--- config.mk ---
export PLATFORM = sky130hd
export DESIGN_NAME = prf_wb_arbiter
export DESIGN_NICKNAME = d
export VERILOG_FILES = /design/src/rtl/core_types_pkg.sv /design/src/rtl/rr_arbiter.sv /design/src/rtl/prf_wb_arbiter.sv
export SDC_FILE = /design/constraint.sdc
export NUM_CORES = 1
export LEC_CHECK = 0
export BUFFER_PORTS_ARGS = -buffer_cell sky130_fd_sc_hd__buf_2
export CORE_UTILIZATION = 61
export DETAILED_ROUTE_END_ITERATION = 7
export PLACE_DENSITY = 0.85
export SLEW_MARGIN = 30
export SYNTH_ARGS = -nofsm -noshare
export SYNTH_HDL_FRONTEND = slang
export SYNTH_HIERARCHICAL = 1
export SYNTH_SLANG_ARGS = --single-unit
--- constraint.sdc ---
create_clock -name CLK -period 6 [get_ports CLK]
set_clock_uncertainty 0.2 [all_clocks]
set_input_delay 1.2 -clock CLK [delete_from_list [all_inputs] [get_ports CLK]]
set_output_delay 1.2 -clock CLK [all_outputs]
set_load 0.01 [all_outputs]
--- src/rtl/core_types_pkg.sv ---
// core_types_pkg
// Shared core sizing constants and the writeback payload type used by the
// PRF writeback arbiter and its round-robin sub-arbiter.
//   PRF_WR_COUNT       : number of writeback requestors (ALU/LDU/MDU pipes)
//   PRF_BANK_COUNT     : number of PRF banks (power of 2)
//   LOG_PRF_BANK_COUNT : bank select width, taken from the low PR bits
//   LOG_PR_COUNT       : physical register index width
//   LOG_ROB_ENTRIES    : ROB index width
package core_types_pkg;

  localparam int PRF_WR_COUNT       = 4;
  localparam int PRF_BANK_COUNT     = 4;
  localparam int LOG_PRF_BANK_COUNT = 2;
  localparam int LOG_PR_COUNT       = 7;
  localparam int LOG_ROB_ENTRIES    = 7;

  localparam int LOG_PRF_WR_COUNT = (PRF_WR_COUNT > 1) ? $clog2(PRF_WR_COUNT) : 1;
  localparam int UPPER_PR_WIDTH   = LOG_PR_COUNT - LOG_PRF_BANK_COUNT;

  // Payload carried from a requestor buffer onto a bank's writeback bus.
  // The bank select bits are not stored here: they are implied by the bank.
  typedef struct packed {
    logic [31:0]                  data;
    logic [UPPER_PR_WIDTH-1:0]    upper_PR;
    logic [LOG_ROB_ENTRIES-1:0]   ROB_index;
  } prf_wb_entry_t;

endpackage

--- src/rtl/rr_arbiter.sv ---
// rr_arbiter
// Purely combinational round-robin picker. Grants the first asserted request
// at or after i_ptr, searching upward and wrapping REQ_COUNT-1 -> 0.
//   i_req       : request vector
//   i_ptr       : index with highest priority this cycle
//   o_grant     : one-hot grant (all zero when nothing requests)
//   o_grantIdx  : index of the granted request (0 when nothing requests)
//   o_anyGrant  : some request was granted
module rr_arbiter #(
  parameter  int REQ_COUNT = 4,
  localparam int IDX_W     = (REQ_COUNT > 1) ? $clog2(REQ_COUNT) : 1
) (
  input  logic [REQ_COUNT-1:0] i_req,
  input  logic [IDX_W-1:0]     i_ptr,
  output logic [REQ_COUNT-1:0] o_grant,
  output logic [IDX_W-1:0]     o_grantIdx,
  output logic                 o_anyGrant
);

  // Walk the requests starting at the pointer; the first hit wins and
  // suppresses every later position in the cyclic search.
  always_comb begin
    o_grant    = '0;
    o_grantIdx = '0;
    o_anyGrant = 1'b0;
    for (int k = 0; k < REQ_COUNT; k++) begin
      if (!o_anyGrant && i_req[(int'(i_ptr) + k) % REQ_COUNT]) begin
        o_grant[(int'(i_ptr) + k) % REQ_COUNT] = 1'b1;
        o_grantIdx = IDX_W'((int'(i_ptr) + k) % REQ_COUNT);
        o_anyGrant = 1'b1;
      end
    end
  end

endmodule

--- src/rtl/prf_wb_arbiter.sv ---
// prf_wb_arbiter
// Per-bank writeback arbiter in front of the banked PRF write ports. Each
// requestor owns a one-entry holding buffer; each bank picks at most one
// buffered request per cycle with its own round-robin pointer, and the winner
// is registered onto that bank's writeback bus (PRF write + IQ/ROB broadcast).
//   CLK, RST                 : clock, synchronous active-high reset
//   WB_valid_by_wr           : request valid per requestor
//   WB_data_by_wr            : writeback data per requestor
//   WB_PR_by_wr              : destination PR (low bits select the bank)
//   WB_ROB_index_by_wr       : ROB index per requestor
//   WB_ready_by_wr           : requestor may present a new request this cycle
//   WB_bus_valid_by_bank     : registered bank write/broadcast valid
//   WB_bus_data_by_bank      : registered write data
//   WB_bus_upper_PR_by_bank  : registered PR bits above the bank select
//   WB_bus_ROB_index_by_bank : registered ROB index
module prf_wb_arbiter
  import core_types_pkg::*;
(
  input  logic                                             CLK,
  input  logic                                             RST,
  input  logic [PRF_WR_COUNT-1:0]                          WB_valid_by_wr,
  input  logic [PRF_WR_COUNT-1:0][31:0]                    WB_data_by_wr,
  input  logic [PRF_WR_COUNT-1:0][LOG_PR_COUNT-1:0]        WB_PR_by_wr,
  input  logic [PRF_WR_COUNT-1:0][LOG_ROB_ENTRIES-1:0]     WB_ROB_index_by_wr,
  output logic [PRF_WR_COUNT-1:0]                          WB_ready_by_wr,
  output logic [PRF_BANK_COUNT-1:0]                        WB_bus_valid_by_bank,
  output logic [PRF_BANK_COUNT-1:0][31:0]                  WB_bus_data_by_bank,
  output logic [PRF_BANK_COUNT-1:0][UPPER_PR_WIDTH-1:0]    WB_bus_upper_PR_by_bank,
  output logic [PRF_BANK_COUNT-1:0][LOG_ROB_ENTRIES-1:0]   WB_bus_ROB_index_by_bank
);

  logic [PRF_WR_COUNT-1:0]             r_bufValid;
  prf_wb_entry_t                       r_bufEntry [PRF_WR_COUNT];
  logic [LOG_PRF_BANK_COUNT-1:0]       r_bufBank  [PRF_WR_COUNT];
  logic [LOG_PRF_WR_COUNT-1:0]         r_rrPtr    [PRF_BANK_COUNT];

  logic [PRF_BANK_COUNT-1:0][PRF_WR_COUNT-1:0]     w_reqByBank;
  logic [PRF_BANK_COUNT-1:0][PRF_WR_COUNT-1:0]     w_grantByBank;
  logic [PRF_BANK_COUNT-1:0][LOG_PRF_WR_COUNT-1:0] w_grantIdxByBank;
  logic [PRF_BANK_COUNT-1:0]                       w_anyGrantByBank;
  logic [PRF_WR_COUNT-1:0]                         w_grantByWr;
  logic [PRF_WR_COUNT-1:0]                         w_accept;

  // A buffer is a candidate only for the bank its PR maps to.
  always_comb begin
    w_reqByBank = '0;
    for (int b = 0; b < PRF_BANK_COUNT; b++) begin
      for (int i = 0; i < PRF_WR_COUNT; i++) begin
        w_reqByBank[b][i] = r_bufValid[i] && (r_bufBank[i] == LOG_PRF_BANK_COUNT'(b));
      end
    end
  end

  for (genvar b = 0; b < PRF_BANK_COUNT; b++) begin : g_bankArb
    rr_arbiter #(
      .REQ_COUNT (PRF_WR_COUNT)
    ) u_rrArbiter (
      .i_req      (w_reqByBank[b]),
      .i_ptr      (r_rrPtr[b]),
      .o_grant    (w_grantByBank[b]),
      .o_grantIdx (w_grantIdxByBank[b]),
      .o_anyGrant (w_anyGrantByBank[b])
    );
  end

  // Each requestor targets one bank, so OR-ing the bank grants gives a
  // per-requestor grant without any conflict.
  always_comb begin
    w_grantByWr = '0;
    for (int b = 0; b < PRF_BANK_COUNT; b++) begin
      w_grantByWr = w_grantByWr | w_grantByBank[b];
    end
  end

  // A buffer being drained this cycle can refill in the same cycle, which is
  // what gives one request per cycle per uncontended requestor.
  assign WB_ready_by_wr = ~r_bufValid | w_grantByWr;
  assign w_accept       = WB_valid_by_wr & WB_ready_by_wr;

  // Holding buffers: load on accept, clear on a grant with no refill.
  always_ff @(posedge CLK) begin
    if (RST) begin
      r_bufValid <= '0;
      for (int i = 0; i < PRF_WR_COUNT; i++) begin
        r_bufEntry[i] <= '0;
        r_bufBank[i]  <= '0;
      end
    end else begin
      for (int i = 0; i < PRF_WR_COUNT; i++) begin
        if (w_accept[i]) begin
          r_bufValid[i] <= 1'b1;
          r_bufEntry[i] <= '{data:      WB_data_by_wr[i],
                             upper_PR:  WB_PR_by_wr[i][LOG_PR_COUNT-1:LOG_PRF_BANK_COUNT],
                             ROB_index: WB_ROB_index_by_wr[i]};
          r_bufBank[i]  <= WB_PR_by_wr[i][LOG_PRF_BANK_COUNT-1:0];
        end else if (w_grantByWr[i]) begin
          r_bufValid[i] <= 1'b0;
        end
      end
    end
  end

  // Bank bus and round-robin pointers. The pointer moves just past the
  // winner; payload fields hold when a bank is idle, only valid drops.
  always_ff @(posedge CLK) begin
    if (RST) begin
      WB_bus_valid_by_bank     <= '0;
      WB_bus_data_by_bank      <= '0;
      WB_bus_upper_PR_by_bank  <= '0;
      WB_bus_ROB_index_by_bank <= '0;
      for (int b = 0; b < PRF_BANK_COUNT; b++) begin
        r_rrPtr[b] <= '0;
      end
    end else begin
      for (int b = 0; b < PRF_BANK_COUNT; b++) begin
        WB_bus_valid_by_bank[b] <= w_anyGrantByBank[b];
        if (w_anyGrantByBank[b]) begin
          WB_bus_data_by_bank[b]      <= r_bufEntry[w_grantIdxByBank[b]].data;
          WB_bus_upper_PR_by_bank[b]  <= r_bufEntry[w_grantIdxByBank[b]].upper_PR;
          WB_bus_ROB_index_by_bank[b] <= r_bufEntry[w_grantIdxByBank[b]].ROB_index;
          r_rrPtr[b] <= (w_grantIdxByBank[b] == LOG_PRF_WR_COUNT'(PRF_WR_COUNT - 1))
                        ? '0 : w_grantIdxByBank[b] + 1'b1;
        end
      end
    end
  end

endmodule

## After elaboration in Yosys (flattened, before gate mapping)

Memory sizes are Yosys's and may differ from the RTL's. A register that Yosys moved wholly into a read port is not among the register bits.
Cells that the tools add are included.
Widths: inputs -> output; s select.

| operators by class | value |
|---|---|
| div/mod/pow operators | 0 |
| reduce and logical (&&, ||, !) cells | 76 |
| equality and inequality tests | 16 |
| muxes and demuxes | 174 |
| bitwise logic cells | 42 |
| multiply operators | 0 |
| shift-type cells | 0 |
| magnitude comparators | 32 |
| $add $sub $neg | 16 |

Operators by type and width:

| kind | count |
|---|---|
| $mux 44 | 4 |
| $mux 1 | 94 |
| $mux 4 | 16 |
| $or 4x4->4 | 16 |
| $mux 2 | 28 |
| $lt 3x4->1 const B | 12 |
| $logic_and 1x1->1 | 44 |
| $ge 3x1->1 const B | 12 |
| $bmux 1 s2 | 16 |
| $demux 1 s2 | 16 |
| $eq 2x2->1 const B | 12 |
| $reduce_or 2->1 | 12 |
| $add 2x1->2 const B | 8 |
| $add 2x2->2 const B | 8 |
| $and 1x1->1 const A | 12 |
| $logic_not 1->1 | 12 |
| $lt 2x3->1 const B | 4 |
| $or 1x1->1 | 12 |
| $eq 2x1->1 const B | 4 |
| $ge 2x1->1 const B | 4 |
| $logic_not 2->1 | 4 |
| $reduce_bool 2->1 | 4 |
| $and 4x4->4 | 1 |
| $not 4->4 | 1 |

| storage, ports and cells | value |
|---|---|
| bits of input ports | 190 |
| ROM bits | 0 |
| bits in latches | 0 |
| logic and storage cells | 364 |
| bits in writable memories | 192 |
| register bits | 8 |
| memories | 3 |
| output and inout bits | 184 |

Memories:

| memory | depth | bits a word | rd ports | clocked after memory_dff | write ports | RTL line | source |
|---|---|---|---|---|---|---|---|
| r_bufEntry | 4 | 44 | 4 | 4 | 4 | prf_wb_arbiter.sv:33 | `prf_wb_entry_t r_bufEntry [PRF_WR_COUNT];` |
| r_bufBank | 4 | 2 | 4 | 0 | 4 | prf_wb_arbiter.sv:34 | `logic [LOG_PRF_BANK_COUNT-1:0] r_bufBank [PRF_WR_COUNT];` |
| r_rrPtr | 4 | 2 | 4 | 0 | 4 | prf_wb_arbiter.sv:35 | `logic [LOG_PRF_WR_COUNT-1:0] r_rrPtr [PRF_BANK_COUNT];` |

## Longest topological paths before layout

An unclocked memory read counts as a cell.

| logic depth | value |
|---|---|
| depth after elaboration | 24 |
| depth in mapped cells | 13 |
| depth with buffers taken out | 9 |

## Modules after synthesis

Netlist, hierarchy kept.

By module, submodules not included:

| module | cells an instance | seq. area each (µm²) | instances | area an instance (µm²) |
|---|---|---|---|---|
| prf_wb_arbiter | 1253 | 9449.1 | 1 | 18273.8 |
| rr_arbiter | 45 | 0.0 | 4 | 419.2 |

## Worst setup path after synthesis

Ideal clock, no wire load.

| path | value |
|---|---|
| path type | reg2reg |
| start point | memory r_rrPtr[0][0] (netlist bit) |
| end point | memory r_bufBank[0][0] (enable) |
| stages on the path, launching flop included | 12 |
| required time | 5.398 ns |
| data arrival time | 3.144 ns |
| path buffers | 2 |
| setup time | 0.402 ns |
| clock period less this slack | 3.746 ns |
| path slack | 2.254 ns |
| cells stage by stage | edfxtp_1 buf_6 inv_1 ha_1 mux4_2 buf_6 nor4b_4 a22oi_1 o21ai_0 nor4_2 nand2_1 a21o_1 |

RTL lines:

| what | RTL line |
|---|---|
| start, declared | prf_wb_arbiter.sv:35 |
| end, declared | prf_wb_arbiter.sv:34 |

==> flow_summary_export.csv <==
group,metric,value,unit
outcome,outcome,"complete, no violations",
synthesis,synth_nets,1647,
synthesis,synth_seq_cells,376,
route,antenna_left,0,
final_layout,final_cells,2230,
critical_path,path_class,"reg -> out",
run,maxCapViolations,0,
route,vias,14390,
clock_network,cts_htree_levels,2,
synthesis,post_synth_num_cell_types,37,
clock_network,cts_buffers,40,
final_layout,final_cell_mix,"buf_2, nor2_1, edfxtp_1",
placement,gp_congestion,0.8574,
clock_network,root_buffer,"clkbuf_16",
final_layout,area_growth,16.96,%
die,initial_core_util,62.58,%
die,die_y,182.8,um
final_layout,final_common_cell,"buf_2",
synthesis,syn_area_per_cell,13.92,um2
placement,dp.cells,2153,
die,rows,65,
pwr,powerDensity,507.3,nW/um2
die,core,31880,um2
route,drcViolationCount,0,
pwr,p_leak,9.535,nW
sta,slew_viol_final,0,
route,wirelength,57700,um
critical_path,max_stage_delay,0.70,ns
critical_path,worstPathMaxFanout,13,
final_layout,drive_gt1_share,37.03,%
sta,grt_setup_unrepaired,"false",
sta,max_freq,200.4,MHz
synthesis,synth_area,19950,um2
die,die-width,182.8,um
sta,period_needed,4.989,ns
global_routing,grt_usage,34.22,%
sta,final_hold_viol_count,0,
critical_path,start_kind,"register",
clock_network,cts_setup_buffers,0,
die,ios,374,
pwr,ir_drop,0.0003654,V
global_routing,grt_max_degree,104,
route,wl_per_cell,25.87,um
sta,slew_headroom,37.03,%
synthesis,synthCells,1433,
clock_network,cts_tree,"built",
sta,finalCritPeriodShare,83.16,%
critical_path,critPathSlowestCell,"edfxtp_1",
sta,setup_violations,0,
clock_network,postCtsHoldBufs,0,
critical_path,arrival,3.59,ns
final_layout,num-nets-final,1975,
clock_network,cts_sinks,376,
placement,hpwl,36310,um
route,routed_via_density,6.453,
sta,tightestPinTransition,0.9446,ns
route,firstDrtPassIters,5,
synthesis,ys_seq_area_share,47.36,%
route,initialDrtViolationCount,1400,
synthesis,yosys_warnings,6,
placement,port_buffers,373,
critical_path,crit_chain,"inv_1, ha_1, mux4_2, and2b_2, a22oi_1, o21ai_0, nor4_2, nand2_1, buf_2",
sta,fin_setup_tns,0,ns
critical_path,worstPathRequired,4.60,ns
clock_network,cts_max_path_buffers,3,
worst_hold_path,hp-class,"reg -> reg",
clock_network,clk_pin_slew,0.06,ns
clock_network,clk_latency,0.54,ns
clock_network,cts_resized,0,
global_routing,grt_overflow,0,
critical_path,crit_path_end_kind,"output port",
die,design.die.area,33430,um2
global_routing,grt_pass1_vias,14313,
global_routing,grt_pass1_wl,84560,um
global_routing,antenna_found_initial,5,
==> registers in the layout, summed over array words and instances, names as in the netlist <==
register / flops
r_bufBank: 8
r_rrPtr: 8
WB_bus_valid_by_bank: 4
WB_bus_ROB_index_by_bank: 28
r_bufEntry: 176
WB_bus_upper_PR_by_bank: 20
r_bufValid: 4
WB_bus_data_by_bank: 128
==> path summary, 6_finish.rpt <==
| check | startpoint | end | slack, ns | cells past startpoint |
|---|---|---|---|---|
| min | WB_bus_data_by_bank[78]$_SDFFE_PP0P_ | WB_bus_data_by_bank[78]$_SDFFE_PP0P_ | 0.28 | 2 |
| max reg2reg | r_rrPtr[1][0]$_SDFFCE_PP0P_ | r_bufEntry[0][27]$_SDFFCE_PN0P_ | 1.72 | 10 |
| max | r_rrPtr[1][0]$_SDFFCE_PP0P_ | WB_ready_by_wr[1] | 1.01 | 9 |
| min reg2reg | WB_bus_data_by_bank[78]$_SDFFE_PP0P_ | WB_bus_data_by_bank[78]$_SDFFE_PP0P_ | 0.28 | 2 |
==> Yosys cell counts (all sizes together) <==
library cell	instances	share of area (%)
inv	16	0.30
mux2i	180	9.0
o211ai	4	0.15
a21oi	12	0.38
nand2b	8	0.25
nor3b	8	0.30
nor2	192	3.6
o31ai	4	0.15
a32o	4	0.20
or2	4	0.13
and3	4	0.13
and2b	4	0.18
o311ai	4	0.18
buf	72	3.5
a22oi	32	1.2
nor3	4	0.10
nor2b	4	0.13
ha	24	1.5
mux2	8	0.45
nor4b	4	0.48
mux4	192	22
edfxtp	192	29
and3b	8	0.35
nand2	12	0.23
a21o	4	0.15
clkbuf	37	0.70
nor4	8	0.38
dfxtp	184	18
o21ai	20	0.50
and2	184	5.8
==> stage by stage <==
step                      total power [mW]  utilization [%]  hold slack (ns)  instance area [um2]  worst slack, ns
after floorplan                      7.771                -           0.3312                19950            2.254
after global placement               9.003            68.45           0.2672                21820            1.714
after detailed placement             9.228            68.79           0.2758                21930            1.597
after CTS                            11.80            73.10           0.2885                23310            1.018
after global routing                 12.27            73.19           0.3174                23330           0.7973
final                                11.84            73.19           0.2844                23330            1.011
==> layer usage <==
metal  up-vias  track usage (%)  share of wire (%)  routed length (um)
met2      1037            56.14                 48               27880
met5         -                0              0.069                  40
met1      7074            43.85                 36               20990
li1       6095                -                  -                   -
met4         6            15.67                4.5                2620
met3       178            7.466                 11                6171
==> where the power goes <==
group / internal [mW] / leakage [nW] / total (mW) / switching (mW)
clock: 1.53 / 0.670 / 2.56 / 1.03
combinational: 2.50 / 5.29 / 5.34 / 2.84
sequential: 3.41 / 3.58 / 3.94 / 0.523
==> layout make-up <==
class | count | area, um2
tap | 435 | 544.3
multi-input combinational | 932 | 9764
inverter | 16 | 60.06
timing repair buffer | 395 | 2137
sequential | 376 | 9449
clock buffer | 60 | 1167
fill | 2096 | 8546
clock inverter | 14 | 207.7
antenna | 2 | 5.005
==> cell families after synthesis <==
family,Yosys count,share of synthesized area [%]
AO/OA/AOI/OAI,84,2.910
adder cells (fa/ha/maj),24,1.505
buffers and inverters,125,4.522
flip-flops,376,47.36
multiplexers,380,31.68
AND/OR/NAND/NOR,444,12.02
==> critical path, delay by kind of cell, from the launching register on <==
| kind | cells | cell delay [ns] |
|---|---|---|
| and+or+nand+nor | 3 | 0.98 |
| DFF | 1 | 0.70 |
| adders and majority gates | 1 | 0.38 |
| muxes | 1 | 0.38 |
| buffers and inverters | 2 | 0.30 |
| AOI/OAI and AO/OA | 2 | 0.29 |
(Power assumes the default switching activity.)
